==> config.mk <==
export PLATFORM = sky130hd
export DESIGN_NAME = cdb_result_buffer
export DESIGN_NICKNAME = d
export VERILOG_FILES = /design/src/rtl/cdb_result_buffer_pkg.sv /design/src/rtl/cdb_result_buffer.sv
export SDC_FILE = /design/constraint.sdc
export NUM_CORES = 1
export LEC_CHECK = 0
export CORE_ASPECT_RATIO = 1.4
export CORE_UTILIZATION = 45
export DETAILED_ROUTE_END_ITERATION = 12
export GPL_ROUTABILITY_DRIVEN = 1
export PLACE_DENSITY = 0.67
export SLEW_MARGIN = 20
export SYNTH_ARGS = -nofsm -noshare
export SYNTH_HDL_FRONTEND = slang
export SYNTH_SLANG_ARGS = --single-unit
export TNS_END_PERCENT = 30
==> constraint.sdc <==
create_clock -name clk -period 2.7 [get_ports clk]
set_input_delay 0.405 -clock clk [delete_from_list [all_inputs] [get_ports clk]]
set_output_delay 0.405 -clock clk [all_outputs]
set_load 0.05 [all_outputs]
==> src/rtl/cdb_result_buffer_pkg.sv <==
// Shared types for the common data bus (CDB) producer side.
// cdb_t is the payload an execution unit broadcasts on the CDB.
package cdb_result_buffer_pkg;

    typedef struct packed {
        logic [5:0]  tag;
        logic [31:0] value;
    } cdb_t;

endpackage

==> src/rtl/cdb_result_buffer.sv <==
// Per-execution-unit result FIFO feeding one CDB arbiter slot.
// It absorbs results while the arbiter grants other slots and presents the oldest entry as a request.
module cdb_result_buffer
    import cdb_result_buffer_pkg::*;
#(
    parameter int DEPTH = 4,
    localparam int CNT_W = $clog2(DEPTH + 1)
) (
    input  logic             clk,
    input  logic             rst,
    input  logic             flush,
    input  logic             fu_valid,
    input  cdb_t             fu_data,
    output logic             fu_ready,
    output logic             cdb_req,
    output cdb_t             cdb_data,
    input  logic             cdb_grant,
    output logic [CNT_W-1:0] occupancy
);

    localparam int PTR_W = $clog2(DEPTH);

    logic [PTR_W-1:0] wr_ptr;
    logic [PTR_W-1:0] rd_ptr;
    logic [CNT_W-1:0] count;
    cdb_t             mem [DEPTH];

    logic full;
    logic empty;
    logic push;
    logic pop;

    // Handshakes: a push transfers on fu_valid && fu_ready, a pop on cdb_req && cdb_grant.
    // fu_ready looks only at the registered count, so a same-cycle grant never opens a slot.
    assign full      = (count == CNT_W'(DEPTH));
    assign empty     = (count == '0);
    assign fu_ready  = !full;
    assign cdb_req   = !empty && !flush;
    assign cdb_data  = cdb_req ? mem[rd_ptr] : '0;
    assign push      = fu_valid && !full && !flush;
    assign pop       = cdb_req && cdb_grant;
    assign occupancy = count;

    always_ff @(posedge clk or posedge rst) begin
        if (rst) begin
            wr_ptr <= '0;
            rd_ptr <= '0;
            count  <= '0;
        end else if (flush) begin
            wr_ptr <= '0;
            rd_ptr <= '0;
            count  <= '0;
        end else begin
            // DEPTH is a power of two, so the pointers wrap by plain overflow.
            if (push) wr_ptr <= wr_ptr + PTR_W'(1);
            if (pop)  rd_ptr <= rd_ptr + PTR_W'(1);
            case ({push, pop})
                2'b10:   count <= count + CNT_W'(1);
                2'b01:   count <= count - CNT_W'(1);
                default: count <= count;
            endcase
        end
    end

    // Storage is not reset; only entries below count are ever observed.
    always_ff @(posedge clk) begin
        if (push) mem[wr_ptr] <= fu_data;
    end

endmodule

==> results of run 1 <==
## synthesized netlist by cell type, drive strengths merged
cell,number
o21ai,4
or3b,2
nor4,1
edfxtp,152
or3,1
clkbuf,5
dfrtp,7
nor3,4
mux2,1
a41oi,1
ha,4
and2,43
a31oi,1
mux4,38
o22ai,1
fa,1
nand3,4
nand2,6
o211ai,1
nor2,8
xnor2,3
inv,3
buf,13
xor2,1
a21oi,2
nand2b,2
## per-stage QoR
| step | cell area, um^2 | setup TNS [ns] |
|---|---|---|
| floorplan | 6350 | -5.29 |
| global placement | 7810 | 0 |
| detailed placement | 7810 | 0 |
| CTS | 8370 | 0 |
| global route | 8370 | 0 |
| finish | 8370 | 0 |
## logic make-up (layout without fill, tap and decap cells)
logic type | Yosys count | count (layout) | share of synthesized area (%)
AO/OA/AOI/OAI | 10 | 10 | 0.927
AND/OR/NAND/NOR | 71 | 71 | 6.52
XOR/XNOR | 4 | 4 | 0.552
flip-flops | 159 | 159 | 74.7
multiplexers | 39 | 39 | 13.7
buffers and inverters | 21 | 133 | 2.58
adder cells (fa/ha/maj) | 5 | 5 | 1.10
## area by class of cell
type | count | area (um^2)
Fill cell | 1003 | 5480
Sequential cell | 159 | 4740
Multi-Input combinational cell | 129 | 1450
Timing Repair Buffer | 98 | 1380
Clock buffer | 19 | 433
Tap cell | 185 | 231
Clock inverter | 13 | 123
Inverter | 3 | 11.3
## layer usage
layer / vias up / global-route usage [%] / wire length, um
li1: 1427 / - / -
met1: 1633 / 19.7 / 4310
met2: 91 / 30.1 / 6410
met3: 15 / 4.32 / 523
met4: 0 / 7.97 / 214
met5: - / 0 / 0
## state kept, by name (all words and copies together), names as in the netlist
name,cells
mem,152
wr_ptr,2
occupancy,3
rd_ptr,2
## power by group
part | internal, mW | switching (mW)
logic | 0.472 | 0.493
clock network | 1.34 | 0.880
registers | 2.79 | 0.0355
## cell usage in the layout, fill, tap and decap left out, types with 5 or more instances in the layout
cell type,instances
clkbuf_16,17
mux4_2,38
edfxtp_1,152
clkinv_1,5
nand2_1,5
nor2_1,7
buf_4,10
clkdlybuf4s50_1,46
buf_12,42
and2_1,39
dfrtp_1,5
## worst max-delay path: cells and delay by family (launching register included)
| family | cells | cell delay [ns] |
|---|---|---|
| buf+inv | 1 | 0.71 |
| flops | 1 | 0.51 |
| simple gates | 1 | 0.47 |
## worst max-delay path by stage
stage | startpoint | endpoint | cells past startpoint
floorplan | occupancy[0] | mem[2][0] | 5
global placement | flush | cdb_data[8] | 5
detailed placement | cdb_grant | occupancy[2] | 7
CTS | occupancy[0] | fu_ready | 2
global route | occupancy[0] | fu_ready | 2
finish | occupancy[1] | fu_ready | 2
==> flow_summary.toml, run 1 <==
[clock_tree]
clkSinkCount = 159
htree_levels = 4
tritoncts = "built"
postCtsSetupRepairBufs = 0
cts_max_path_buffers = 2
hold_buffers = 0
numCtsBuffers = 17
clock_latency_ns = 0.41
root_buffer = "clkbuf_16"
cts-resized-gates = 0
clkTransAtPathRegs_ns = 0.06

[critical_path]
crit_path_start_kind = "register"
r2r-end = "occupancy[2]"
worstSetupEndpointType = "primary output"
crit_chain = "or3b_4 -> clkdlybuf4s50_1"
r2r_cells = 6
cp_max_fo = 10
crit_required_ns = 2.30
rr_startpoint = "occupancy[1]"
rrSetupSlack_ns = 0.56
cp_slowest_cell = "clkdlybuf4s50_1"
worstPathArrival_ns = 2.11
critPathMaxStageDelay_ns = 0.71
worstSetupPathType = "register to primary output"

[sta]
timing.final.crit_share_pct = 93.0
whs_ns = 0.223
setup_ws_ns = 0.189
finalSetupViolCount = 0
fin_skew_ns = 0.00868
relSlewSlack_pct = 66.8
finalHoldViolCount = 0
fin_crit_ns = 2.51
drv_slew = 0
max_freq_mhz = 398
tightest_slew_ns = 0.497
rsz0062_at_grt = "no"

[pwr]
leakagePower_nw = 2.77
powerDensity_nw_per_um2 = 719
peakVddDrop_v = 0.000347
power_mw = 6.02

[drt]
drt_wl_total_mm = 11.5
first_pass_iters = 4
vias = 3166
drtIter0Drc = 148
postRouteAntennaNets = 0
wl_per_cell_um = 18.9
drcViolationCount = 0
vias_per_cell = 5.22

[synthesis]
ys_warn_count = 0
syn-num-nets = 357
synthesis.area_um2 = 6350
yosys.area.top_type = "edfxtp_1"
synth_seq_cells = 159
syn_inst = 309
yosysSeqAreaShare_pct = 74.7
syn_avg_cell_area_um2 = 20.5
ys_types = 32
yosys-top-cells-area = "edfxtp_1, mux4_2, and2_1, dfrtp_1, buf_12"
netlist.area_leader.share_pct = 71.9

[layout]
drive_above_1_share_pct = 29.9
num_antenna_cells = 0
areaGrowthSynthToFinish_pct = 31.8
nNetsFinal = 456
stdcell_count = 606
postLayoutCoreUtil_pct = 60.4

[global_routing]
grt_pass1_vias = 3469
track_usage_pct = 17.3
antenna_found_initial = 0
grt_max_degree = 39
grt_pass1_wl_mm = 17.9
grt_remaining_overflow = 0

[flow_run]
maxCapViolCount = 0

[floorplanning]
die_x_um = 102
core_area_um2 = 13800
start_util_pct = 45.8
die_h_um = 143
die_area_um2 = 14600
rows = 51
io_pins = 86

[min_path]
hp-class = "input pin to asynchronous set/reset pin"

[place]
dpl_worst_slack_ns = 0.246
dp_cells = 574
routabilityCongestion = 0.750
portBuffers = 85
dp_hpwl_mm = 6.97

[run_status]
run_status = "finished clean"
(Power assumes the default switching activity.)
==> inputs of run 2 (changes only) <==
--- a/config.mk
+++ b/config.mk
@@ -5,7 +5,9 @@
 export SDC_FILE = /design/constraint.sdc
 export NUM_CORES = 1
 export LEC_CHECK = 0
+export ABC_AREA = 1
 export CORE_ASPECT_RATIO = 1.4
+export CORE_MARGIN = 3
 export CORE_UTILIZATION = 45
 export DETAILED_ROUTE_END_ITERATION = 12
 export GPL_ROUTABILITY_DRIVEN = 1
==> constraint.sdc (replaced) <==
create_clock -name clk -period 3.25 [get_ports clk]
set_input_delay 0.4875 -clock clk [delete_from_list [all_inputs] [get_ports clk]]
set_output_delay 0.4875 -clock clk [all_outputs]
set_load 0.05 [all_outputs]
==> run 2 against run 1 <==
Register-to-register slack gained 0.58 ns; die area increased by 8.3%; clock skew is 0.0011 ns higher; combinational power rose to 2.6 times the previous value; total power increased by 15%; critical path type is now input pin to primary output; synthesized area up 1.4%; largest power group is now combinational cells; sequential cell count unchanged; sequential share of layout area down 0.69 points; worst setup slack improved by 0.36 ns.
==> flow_summary.toml, run 2 <==
[sta]
max_freq_mhz = 370
drv_slew = 0
fin_crit_ns = 2.70
relSlewSlack_pct = 55.1
whs_ns = 0.305
finalSetupViolCount = 0
tns_ns = 0
finalHoldViolCount = 0
rsz0062_at_grt = "no"
timing.final.crit_share_pct = 83.2
tightest_slew_ns = 0.674
fin_skew_ns = 0.00978

[clock_tree]
cts-resized-gates = 0
clkTransAtPathRegs_ns = 0.06
hold_buffers = 0
clock_latency_ns = 0.41
cts_max_path_buffers = 2
tritoncts = "built"
htree_levels = 4
numCtsBuffers = 17
root_buffer = "clkbuf_16"
clkSinkCount = 159
postCtsSetupRepairBufs = 0

[global_routing]
grt_max_degree = 78
antenna_found_initial = 0
grt_remaining_overflow = 0
grt_pass1_wl_mm = 21.3
grt_pass1_vias = 4261
track_usage_pct = 17.7

[floorplanning]
die_h_um = 148
rows = 51
die_x_um = 107
start_util_pct = 46.1
core_area_um2 = 14000
die_area_um2 = 15800
io_pins = 86

[critical_path]
worst-path-buf-inv = 4
crit_path_start_kind = "input pin"
critPathMaxStageDelay_ns = 0.80
worstSetupEndpointType = "primary output"
crit_required_ns = 2.76
cp_max_fo = 15
rrSetupSlack_ns = 1.14
path_delay_family = "buffers and inverters"
worstPathArrival_ns = 2.22
crit_chain = "clkdlybuf4s50_1 -> bufinv_8 -> nand2_4 -> inv_1 -> clkdlybuf4s50_1"
cp_slowest_cell = "clkdlybuf4s50_1"
crit_path_frequent_cell = "clkdlybuf4s50_1"
worstSetupPathType = "input pin to primary output"

[synthesis]
synth_common_cells = "nor2_1, edfxtp_1, o21ai_0"
yosysSeqAreaShare_pct = 73.6
yosys.area.top_type = "edfxtp_1"
synth.most_common_cell = "nor2_1"
synth-edff-count = 152
syn_avg_cell_area_um2 = 12.5
synth_seq_cells = 159
syn_inst = 517
synthesis.area_um2 = 6440
synth-main-ff-cell = "edfxtp_1"
ys_types = 27
ys_warn_count = 0
syn-num-nets = 565
netlist.area_leader.share_pct = 70.9
synthArstFlopShare_pct = 4.40
yosys-top-cells-area = "edfxtp_1, nor2_1, o21ai_0, a21oi_1, dfrtp_1"

[pwr]
leakagePower_nw = 2.98
powerDensity_nw_per_um2 = 818
peakVddDrop_v = 0.000544

[place]
routabilityCongestion = 0.800
portBuffers = 85
dp_hpwl_mm = 8.18

[layout]
drive_above_1_share_pct = 15.9
largest_register = "mem"
largest_register_ffs = 152
nNetsFinal = 650
layout_common_cells = "nor2_1, edfxtp_1, o21ai_0, clkdlybuf4s50_1, buf_12"
areaGrowthSynthToFinish_pct = 31.6
fill_cells = 1035
final_common_cell = "nor2_1"
num_antenna_cells = 0

[drt]
first_pass_iters = 4
drtIter0Drc = 207
drt_wl_total_mm = 13.7
wl_per_cell_um = 17.1
vias_per_cell = 5.16
drcViolationCount = 0
vias = 4127
postRouteAntennaNets = 0

[flow_run]
maxCapViolCount = 0

[min_path]
hp-class = "input pin to asynchronous set/reset pin"

[run_status]
run_status = "finished clean"
[run 2: cell types whose count changed in the layout (fill, tap and decap cells not counted), moves of 9 or more]
cell     previous run  this run
a21oi_1             2        38
and2_1             39         0
inv_1               3        12
mux4_2             38         0
nand2_1             5        16
nor2_1              7       154
o21ai_0             4        69
o21ai_1             0        10
[run 2: where the power goes]
group          switching [mW]  leakage [nW]  internal [mW]
registers              0.0646          1.47           2.40
clock network           0.757         0.270           1.21
logic                    1.56          1.24          0.948
total                    2.38          2.98           4.55
[run 2: worst reg2reg max path, stage by stage (launching register included)]
cell and delay (ns):
dfrtp_1 0.47, nor2_2 0.08, nand2_2 0.10, nand3_2 0.26, nand2_4 0.20, inv_1 0.06, fa_1 0.37, xnor2_1 0.20
inv_1 0.06, nand2_1 0.06, nand2_1 0.04, nand2_1 0.06, nand2_1 0.05
[run 2: kinds of logic after synthesis]
family / synth area share [%]
AO/OA/AOI/OAI: 9.37
XOR/XNOR: 0.136
adder cells (fa/ha/maj): 1.09
buffers and inverters: 4.04
flip-flops: 73.6
AND/OR/NAND/NOR: 11.8
[run 2: metal layers]
layer / GRT usage, % / routed length (um) / share of wire (%)
met1: 20.9 / 5440 / 40
met2: 31.7 / 7400 / 54
met3: 3.32 / 626 / 4.6
met4: 6.53 / 190 / 1.4
met5: 0 / 0 / 0
[run 2: path summary, 6_finish.rpt]
path	from	to	depth (start not counted)
worst max-delay path	flush	cdb_req	5
worst min-delay path	rst	occupancy[2]	2
worst max register to register	occupancy[0]	occupancy[2]	12
worst min register to register	wr_ptr[0]	wr_ptr[0]	1
max in group asynchronous	rst	rd_ptr[0]	2
min in group clk	wr_ptr[0]	wr_ptr[0]	1
[run 2: metrics by stage]
step	instance area [um^2]	cells	setup slack (ns)	power, mW	utilization, %
6_report	8470	800	0.547	6.93	60.6
2_1_floorplan	6440	517	-0.111	3.98	-
5_1_grt	8470	800	0.467	7.22	60.6
3_3_place_gp	7880	768	0.521	4.98	56.4
3_5_place_dp	7880	768	0.536	5.03	56.4
4_1_cts	8470	800	0.539	6.99	60.6
[run 2: area by class of cell]
cell class | count | area, um^2 | share of cell area [%]
sequential | 159 | 4740 | 56.0
multi-input combinational | 312 | 1470 | 17.3
timing repair buffer | 95 | 1360 | 16.0
clock buffer | 19 | 433 | 5.11
tap | 185 | 231 | 2.73
clock inverter | 13 | 161 | 1.90
inverter | 17 | 80.1 | 0.945
